--- config.mk ---
export PLATFORM = sky130hd
export DESIGN_NAME = gate_controller_param_flat
export DESIGN_NICKNAME = d
export VERILOG_FILES = /design/src/rtl/gate_controller_param_pkg.sv /design/src/rtl/gate_controller_param_if.sv /design/src/rtl/gate_controller_param_open_timer.sv /design/src/rtl/gate_controller_param.sv /design/src/flat_wrapper.sv
export SDC_FILE = /design/constraint.sdc
export NUM_CORES = 1
export LEC_CHECK = 0
export ABC_AREA = 1
export CAP_MARGIN = 10
export CORE_MARGIN = 1
export CORE_UTILIZATION = 50
export CTS_CLUSTER_SIZE = 28
export DETAILED_ROUTE_END_ITERATION = 8
export GPL_ROUTABILITY_DRIVEN = 0
export PLACE_DENSITY = 0.88
export SETUP_SLACK_MARGIN = 0.4
export SLEW_MARGIN = 15
export SYNTH_ARGS = -nofsm -noshare
export SYNTH_HDL_FRONTEND = slang
export SYNTH_SLANG_ARGS = --single-unit
export TNS_END_PERCENT = 30
--- constraint.sdc ---
create_clock -name Clk -period 4 [get_ports Clk]
set_input_delay 0.8 -clock Clk [delete_from_list [all_inputs] [get_ports Clk]]
set_output_delay 0.8 -clock Clk [all_outputs]
set_load 0.005 [all_outputs]
--- src/rtl/gate_controller_param_pkg.sv ---
// Shared state encodings and counter-width helper for the parking-gate
// controller family.
package gate_pkg;

    localparam logic [1:0] ST_CERRADO = 2'd0;
    localparam logic [1:0] ST_ABIERTO = 2'd1;
    localparam logic [1:0] ST_ALARMA  = 2'd2;
    localparam logic [1:0] ST_BLOQUEO = 2'd3;

    // Bits needed to hold 0..n; never narrower than one bit.
    function automatic int cnt_w(input int n);
        return (n < 1) ? 1 : $clog2(n + 1);
    endfunction

endpackage

--- src/rtl/gate_controller_param_if.sv ---
// Lane-side bundle: vehicle/PIN inputs and gate status outputs.
interface gate_controller_param_if #(
    parameter int PIN_W     = 8,
    parameter int MAX_TRIES = 3
);
    localparam int CW = gate_pkg::cnt_w(MAX_TRIES);

    logic             Vehiculo;
    logic             Termino;
    logic             enterPin;
    logic [PIN_W-1:0] Pin;
    logic             Cerrado;
    logic             Abierto;
    logic             Alarma;
    logic             Bloqueo;
    logic [CW-1:0]    Intentos;

    modport master (
        output Vehiculo, Termino, enterPin, Pin,
        input  Cerrado, Abierto, Alarma, Bloqueo, Intentos
    );

    modport slave (
        input  Vehiculo, Termino, enterPin, Pin,
        output Cerrado, Abierto, Alarma, Bloqueo, Intentos
    );

endinterface

--- src/rtl/gate_controller_param_open_timer.sv ---
// Open-gate dwell timer; flags the last allowed cycle in ABIERTO.
module open_timer
    import gate_pkg::*;
#(
    parameter int TIMEOUT = 16
) (
    input  logic clk,
    input  logic rst_n,
    input  logic i_clr,
    input  logic i_en,
    output logic o_expire
);
    localparam int TW = cnt_w(TIMEOUT);
    localparam logic [TW-1:0] LAST =
        (TIMEOUT == 0) ? '0 : TW'(TIMEOUT - 1);

    logic [TW-1:0] r_cnt;

    // Parks at LAST so the count can never wrap.
    always_ff @(posedge clk) begin
        if (!rst_n || i_clr) begin
            r_cnt <= '0;
        end else if (i_en && r_cnt != LAST) begin
            r_cnt <= r_cnt + 1'b1;
        end
    end

    assign o_expire = (TIMEOUT != 0) && i_en && (r_cnt == LAST);

endmodule

--- src/rtl/gate_controller_param.sv ---
// Parametrised single-lane gate controller: closed/open/alarm/block
// sequencing from vehicle presence, edge-qualified PIN entry and passage.
module gate_controller_param
    import gate_pkg::*;
#(
    parameter int               PIN_W     = 8,
    parameter logic [PIN_W-1:0] PIN_OK    = 8'h10,
    parameter int               MAX_TRIES = 3,
    parameter int               TIMEOUT   = 16
) (
    input logic Clk,
    input logic Reset,
    gate_controller_param_if.slave bus
);
    localparam int CW = cnt_w(MAX_TRIES);
    localparam logic [CW-1:0] TRIES_MAX = CW'(MAX_TRIES);

    logic [1:0]    r_state;
    logic [1:0]    w_state_nxt;
    logic [CW-1:0] r_tries;
    logic [CW-1:0] w_tries_nxt;
    logic [CW-1:0] w_tries_inc;
    logic          r_pin_q;
    logic          w_attempt;
    logic          w_good;
    logic          w_in_open;
    logic          w_expire;

    assign w_attempt   = bus.enterPin & ~r_pin_q;
    assign w_good      = (bus.Pin == PIN_OK);
    assign w_in_open   = (r_state == ST_ABIERTO);
    assign w_tries_inc = (r_tries == TRIES_MAX) ? r_tries
                                                : r_tries + 1'b1;

    open_timer #(
        .TIMEOUT (TIMEOUT)
    ) u_timer (
        .clk      (Clk),
        .rst_n    (Reset),
        .i_clr    (~w_in_open),
        .i_en     (w_in_open),
        .o_expire (w_expire)
    );

    always_comb begin
        w_state_nxt = r_state;
        w_tries_nxt = r_tries;
        unique case (r_state)
            ST_CERRADO: begin
                if (w_attempt && bus.Vehiculo) begin
                    if (w_good) begin
                        w_state_nxt = ST_ABIERTO;
                        w_tries_nxt = '0;
                    end else begin
                        w_tries_nxt = w_tries_inc;
                        if (w_tries_inc >= TRIES_MAX) begin
                            w_state_nxt = ST_ALARMA;
                        end
                    end
                end
            end
            ST_ALARMA: begin
                if (w_attempt) begin
                    if (w_good) begin
                        w_state_nxt = ST_ABIERTO;
                        w_tries_nxt = '0;
                    end else begin
                        w_tries_nxt = w_tries_inc;
                    end
                end
            end
            ST_ABIERTO: begin
                if (bus.Termino) begin
                    w_state_nxt = bus.Vehiculo ? ST_BLOQUEO
                                               : ST_CERRADO;
                end else if (w_expire) begin
                    w_state_nxt = ST_BLOQUEO;
                end
            end
            ST_BLOQUEO: begin
                if (w_attempt && w_good) begin
                    w_state_nxt = ST_ABIERTO;
                    w_tries_nxt = '0;
                end
            end
        endcase
    end

    // The button is tracked even in reset so a press held across
    // reset release is not mistaken for a fresh attempt.
    always_ff @(posedge Clk) begin
        r_pin_q <= bus.enterPin;
        if (!Reset) begin
            r_state <= ST_CERRADO;
            r_tries <= '0;
        end else begin
            r_state <= w_state_nxt;
            r_tries <= w_tries_nxt;
        end
    end

    assign bus.Cerrado  = (r_state != ST_ABIERTO);
    assign bus.Abierto  = (r_state == ST_ABIERTO);
    assign bus.Alarma   = (r_state == ST_ALARMA)
                        | (r_state == ST_BLOQUEO);
    assign bus.Bloqueo  = (r_state == ST_BLOQUEO);
    assign bus.Intentos = r_tries;

endmodule

--- src/flat_wrapper.sv ---
// flat-port wrapper written by rule: the top's interface ports become plain ports
module gate_controller_param_flat import gate_pkg::*;
#(
    parameter int               PIN_W     = 8,
    parameter logic [PIN_W-1:0] PIN_OK    = 8'h10,
    parameter int               MAX_TRIES = 3,
    parameter int               TIMEOUT   = 16
)
  (Clk, Reset, bus_Vehiculo, bus_Termino, bus_enterPin, bus_Pin, bus_Cerrado, bus_Abierto, bus_Alarma, bus_Bloqueo, bus_Intentos);
  gate_controller_param_if #(.PIN_W(PIN_W), .MAX_TRIES(MAX_TRIES)) bus_i ();
  input logic Clk;
  input logic Reset;
  input wire logic [$bits(bus_i.Vehiculo)-1:0] bus_Vehiculo;
  input wire logic [$bits(bus_i.Termino)-1:0] bus_Termino;
  input wire logic [$bits(bus_i.enterPin)-1:0] bus_enterPin;
  input wire logic [$bits(bus_i.Pin)-1:0] bus_Pin;
  output wire logic [$bits(bus_i.Cerrado)-1:0] bus_Cerrado;
  output wire logic [$bits(bus_i.Abierto)-1:0] bus_Abierto;
  output wire logic [$bits(bus_i.Alarma)-1:0] bus_Alarma;
  output wire logic [$bits(bus_i.Bloqueo)-1:0] bus_Bloqueo;
  output wire logic [$bits(bus_i.Intentos)-1:0] bus_Intentos;
  assign bus_i.Vehiculo = bus_Vehiculo;
  assign bus_i.Termino = bus_Termino;
  assign bus_i.enterPin = bus_enterPin;
  assign bus_i.Pin = bus_Pin;
  assign bus_Cerrado = bus_i.Cerrado;
  assign bus_Abierto = bus_i.Abierto;
  assign bus_Alarma = bus_i.Alarma;
  assign bus_Bloqueo = bus_i.Bloqueo;
  assign bus_Intentos = bus_i.Intentos;
  gate_controller_param #(.PIN_W(PIN_W), .PIN_OK(PIN_OK), .MAX_TRIES(MAX_TRIES), .TIMEOUT(TIMEOUT)) u_core (.Clk(Clk), .Reset(Reset), .bus(bus_i));
endmodule
# Word-level counts from Yosys, hierarchy flattened
# Index checks and enable logic that the tools add are counted.
# totals
regBits	10
input_bits	13
output_inout_bits	6
wordCells	51
# op_classes
add_sub_neg	2
order_cmp	1
eq_ne	14
n_mux	16
bitwise	4
n_reduce_logical	10
# op_table
operator	n
$mux 2	14
$ne 2x1->1 const B	5
$eq 8x5->1 const B	1
$pmux 2 s4	1
$eq 2x2->1 const B	3
$pmux 2 s3	1
$reduce_and 6->1	1
$add 5x1->5 const B	1
$eq 5x4->1 const B	1
$ne 5x4->1 const B	1
$logic_and 1x1->1	4
$reduce_and 4->1	1
$ne 3x1->1 const B	1
$ne 3x2->1 const B	1
$reduce_bool 3->1	1
$add 2x1->2 const B	1
$eq 2x1->1 const B	1
$ge 2x2->1 const B	1
$logic_not 2->1	1
$not 1->1	2
$and 1x1->1	1
$logic_not 1->1	1
$logic_or 1x1->1	1
$or 1x1->1	1

# Longest topological paths before layout
# logic_depth
word_depth	7
depth_mapped	11
mapped_depth_nobuf	11

# Cells and area by module
# A second synthesis with hierarchy kept.
# unflattened
hier_cells	118
hier_area_um2	714.4
# modules_own_cells
mod	instances	cells_per_inst	area_per_inst_um2	seq_area_each_um2
gate_controller_param	1	80	420.4	100.1
open_timer	1	38	294.0	100.1

# Worst setup path after synthesis
# Ideal clock, no wire load.
# synth_timing
kind	input port to flip-flop
from	input bus_Pin[6]
to	register u_core.r_tries[0] (netlist: u_core.bus.Intentos[0])
setup_ns	0.116
arrival_time_ns	1.438
required_ns	3.884
path_slack_ns	2.447
stages	8
n_path_buf	0
path_cell_list	inv_1 > nand2_1 > nor2_1 > nand3_1 > nand2_1 > nand3_1 > o21ai_0 > nor2_1
# synth_via
elab_chain_len	4
word_cells_on_any_way	8
cone_classes	eq/ne: 2; mux: 4; reduce/logical: 2
# synth_rtl
item	line_no	source
start, declared	flat_wrapper.sv:16	input wire logic [$bits(bus_i.Pin)-1:0] bus_Pin;
$eq 8x5->1 (*)	gate_controller_param.sv:30	assign w_good = (bus.Pin == PIN_OK);
$mux 2 or $logic_and 1x1->1 (tied branches)	gate_controller_param.sv:51, gate_controller_param.sv:64, gate_controller_param.sv:81	
$mux 2, or another cell as far along	gate_controller_param.sv:63	if (w_attempt) begin
$pmux 2 s3 or $reduce_and 4->1 (tied branches)	n/a	
end signal, assigned	gate_controller_param.sv:98	r_tries <= w_tries_nxt;
end, declared	gate_controller_param.sv:20	logic [CW-1:0] r_tries;
# Mark *: on every way between the ends. The rest lies on a longest branch, timed or not. The select of a mux whose other input is x is not followed.
# A chain may end at the register's enable or synchronous reset.

# Worst setup path in the final report
# layout_timing
from	register u_core.r_state[0]
to	output bus_Abierto
# layout_via
elab_chain_len	1
# layout_rtl
item	line_no	source
start, declared	gate_controller_param.sv:18	logic [1:0] r_state;
start signal, assigned	gate_controller_param.sv:97	r_state <= w_state_nxt;
$eq 2x1->1	gate_controller_param.sv:103	assign bus.Abierto = (r_state == ST_ABIERTO);
end, declared	flat_wrapper.sv:18	output wire logic [$bits(bus_i.Abierto)-1:0] bus_Abierto;
# No other way between the ends.

==> results.toml <==
[run_status]
status = "finished, final reports clean"

[yosys]
syn-num-nets = 132
yosysTopAreaCellShare_pct = 28.12
seq_area_frac_synth_pct = 28.12
yosysMostFrequentCell = "nand2_1"
synth.area.top_cells = "dfxtp_1 (28%), nand2_1 (14%), inv_1 (13%)"
synth-async-reset-ratio_pct = 0
synth_area_per_cell_um2 = 6.085
synth_area_leader_cell = "dfxtp_1"
synth_cell_types = 22
syn_area_um2 = 711.9
ys_ff_latch = 10
synthCells = 117
ys_warn_count = 0
yosys_most_used_dff = "dfxtp_1"
synth_edf_count = 0
synth_common_cells = "nand2_1 (26), inv_1 (25), nor2_1 (14), dfxtp_1 (10), a21oi_1 (9)"

[place]
hpwlAfterDp_um = 1189
place_area_um2 = 907.1
port_buffers = 18

[clocking]
clk_latency_ns = 0.28
cts_hold_buffers = 0
clk_pin_slew_ns = 0.07
h-tree-depth = 1
cts_resized = 0
numCtsBuffers = 3
cts_sinks = 10
cts_setup_buffers = 0
root_buffer = "clkbuf_4"
clk_path_buf_depth = 2
tritoncts = "built"

[global_route]
antenna_found_initial = 0
grt_pass1_vias = 594
grt_pass1_wl_um = 2366
grt_max_degree = 8
grt-ovfl-total = 0
grt_use_total_pct = 23.33

[layout]
syn_to_final_growth_pct = 32.51
design_area_um2 = 943.4
nets = 154
fill_cells = 108
num_antenna_cells = 0
drive_above_1_share_pct = 11.59

[power_and_ir_drop]
leakage_nw = 0.4332
p_comb_share_pct = 13.4
clockPowerShare_pct = 41.5
internal_power_mw = 0.1734
swShare_pct = 23.40
p_seq_share_pct = 45.1
p_per_area_nw_per_um2 = 240.0
peakVddDrop_uv = 211.9
netSwitchingPower_mw = 0.05298

[setup_path]
path_delay_family = "buffers and inverters"
crit_required_ns = 3.20
crit_type = "reg2out"
end_kind = "output port"
cp_cell_sequence = "nand2_4, inv_2, clkdlybuf4s50_1"
path_max_fanout = 7
cp.buffers_inverters = 2
critical-path-max-stage-delay_ns = 0.49
slowest_stage = "clkdlybuf4s50_1"
r2r_cells = 11
worst-path-stages = 3
worst_ep_arrival_time_ns = 1.46
worstSetupStartpointType = "flop"

[sta]
drv_slew = 0
period_share_pct = 56.41
max_freq_ghz = 0.4432
hold_viol_final = 0
rsz0062_at_grt = "false"
fin_crit_ns = 2.256
relSlewSlack_pct = 82.17
tns_ns = 0
tightestPinTransition_ns = 0.2654
setup_violations = 0
fin_skew_ns = 0.003302

[flow_run]
maxCapViolations = 0

[routing]
dr_total_vias = 739
drt_iter0_drc = 18
wl_per_cell_um = 9.706
drc_errors = 0
routed_via_density = 4.830
postRouteAntennaNets = 0
routed_wl_um = 1485
firstDrtPassIters = 4

[die]
die_area_um2 = 1579
start_util_pct = 54.04
fp.dieH_um = 39.74
rows = 13
design.portCount = 19
core_um2 = 1318
dieWidth_um = 39.74

[min_path]
holdPathStages = 2
hp-class = "reg2reg"
[layout make-up]
type | instances | area, µm² | share of cell area, %
flip-flops and latches | 10 | 200.2 | 21.22
repair buffers | 18 | 180.2 | 19.10
inverters | 29 | 108.9 | 11.54
multi-input cells | 77 | 399.1 | 42.31
well taps | 15 | 18.77 | 1.989
clock buffers | 4 | 36.28 | 3.846
[metrics by stage]
step                      instances  util, %  hold slack [ns]  total power, mW  setup slack (ns)
after global placement          149    68.85           0.4499           0.1338             1.914
after floorplan                 117        -           0.4390           0.1169             2.447
final                           153    71.60           0.4724           0.2264             1.744
after CTS                       153    71.60           0.4736           0.2304             1.731
after global routing            153    71.60           0.5049           0.2388             1.639
after detailed placement        149    68.85           0.4633           0.1345             1.875
[worst reg2reg max path, stage by stage, from the launching register on]
cell     delay (ns)
dfxtp_1        0.36
ha_1           0.18
inv_1          0.06
nor3_1         0.18
ha_1           0.34
nor2_8         0.09
nand2_4        0.07
nand2_2        0.05
a21oi_2        0.12
nand3_1        0.09
nand2_1        0.08
nor2_2         0.04
[kinds of logic (layout without fill, tap and decap cells)]
family	count (synthesis)	count (layout)	share of synthesized area, %
compound gates	14	14	11.25
simple gates	61	61	41.30
flops	10	10	28.12
buf+inv	30	51	15.82
fa+ha+maj	2	2	3.514
[routing by layer]
metal	vias up	routed length, µm	track usage, %
li1	407	-	-
met1	313	737	31.65
met2	15	620	30.33
met3	4	91	8.523
met4	0	36	13.79
met5	-	0	0
[sequential cells by signal, indices dropped and copies added, names as in the netlist]
signal,cells
u_core.u_timer.r_cnt,5
u_core.bus.Intentos,2
u_core.r_state,2
u_core.r_pin_q,1
[power groups by stage]
stage               combinational (mW)  sequential, mW  clock (mW)
CTS                             0.0304           0.102      0.0980
global route                    0.0342           0.102       0.102
finish                          0.0304           0.102      0.0940
floorplan                       0.0127           0.104           0
detailed placement              0.0302           0.104           0
global placement                0.0295           0.104           0
[cell usage in the layout (no fill, tap or decap)]
master / n
a211oi_1: 1
a21oi_1: 9
a21oi_2: 1
clkbuf_4: 3
clkbuf_8: 1
clkdlybuf4s50_1: 18
clkinv_1: 1
dfxtp_1: 10
ha_1: 2
inv_1: 25
inv_2: 3
nand2_1: 26
nand2_2: 1
nand2_4: 2
nand3_1: 7
nand3_2: 1
nand4_1: 1
nor2_1: 14
nor2_2: 3
nor2_8: 1
nor3_1: 5
o2111ai_1: 1
o21ai_0: 1
o21ai_1: 1
[worst paths after layout]
path,slack [ns],endpoint,from
worst max-delay path,1.74,bus_Abierto,u_core.r_state[0]
worst min-delay path,0.47,u_core.u_timer.r_cnt[3],u_core.u_timer.r_cnt[3]
worst min register to register,0.47,u_core.u_timer.r_cnt[3],u_core.u_timer.r_cnt[3]
worst max register to register,2.25,u_core.r_state[0],u_core.u_timer.r_cnt[0]
Power figures use the tool's default switching activity.
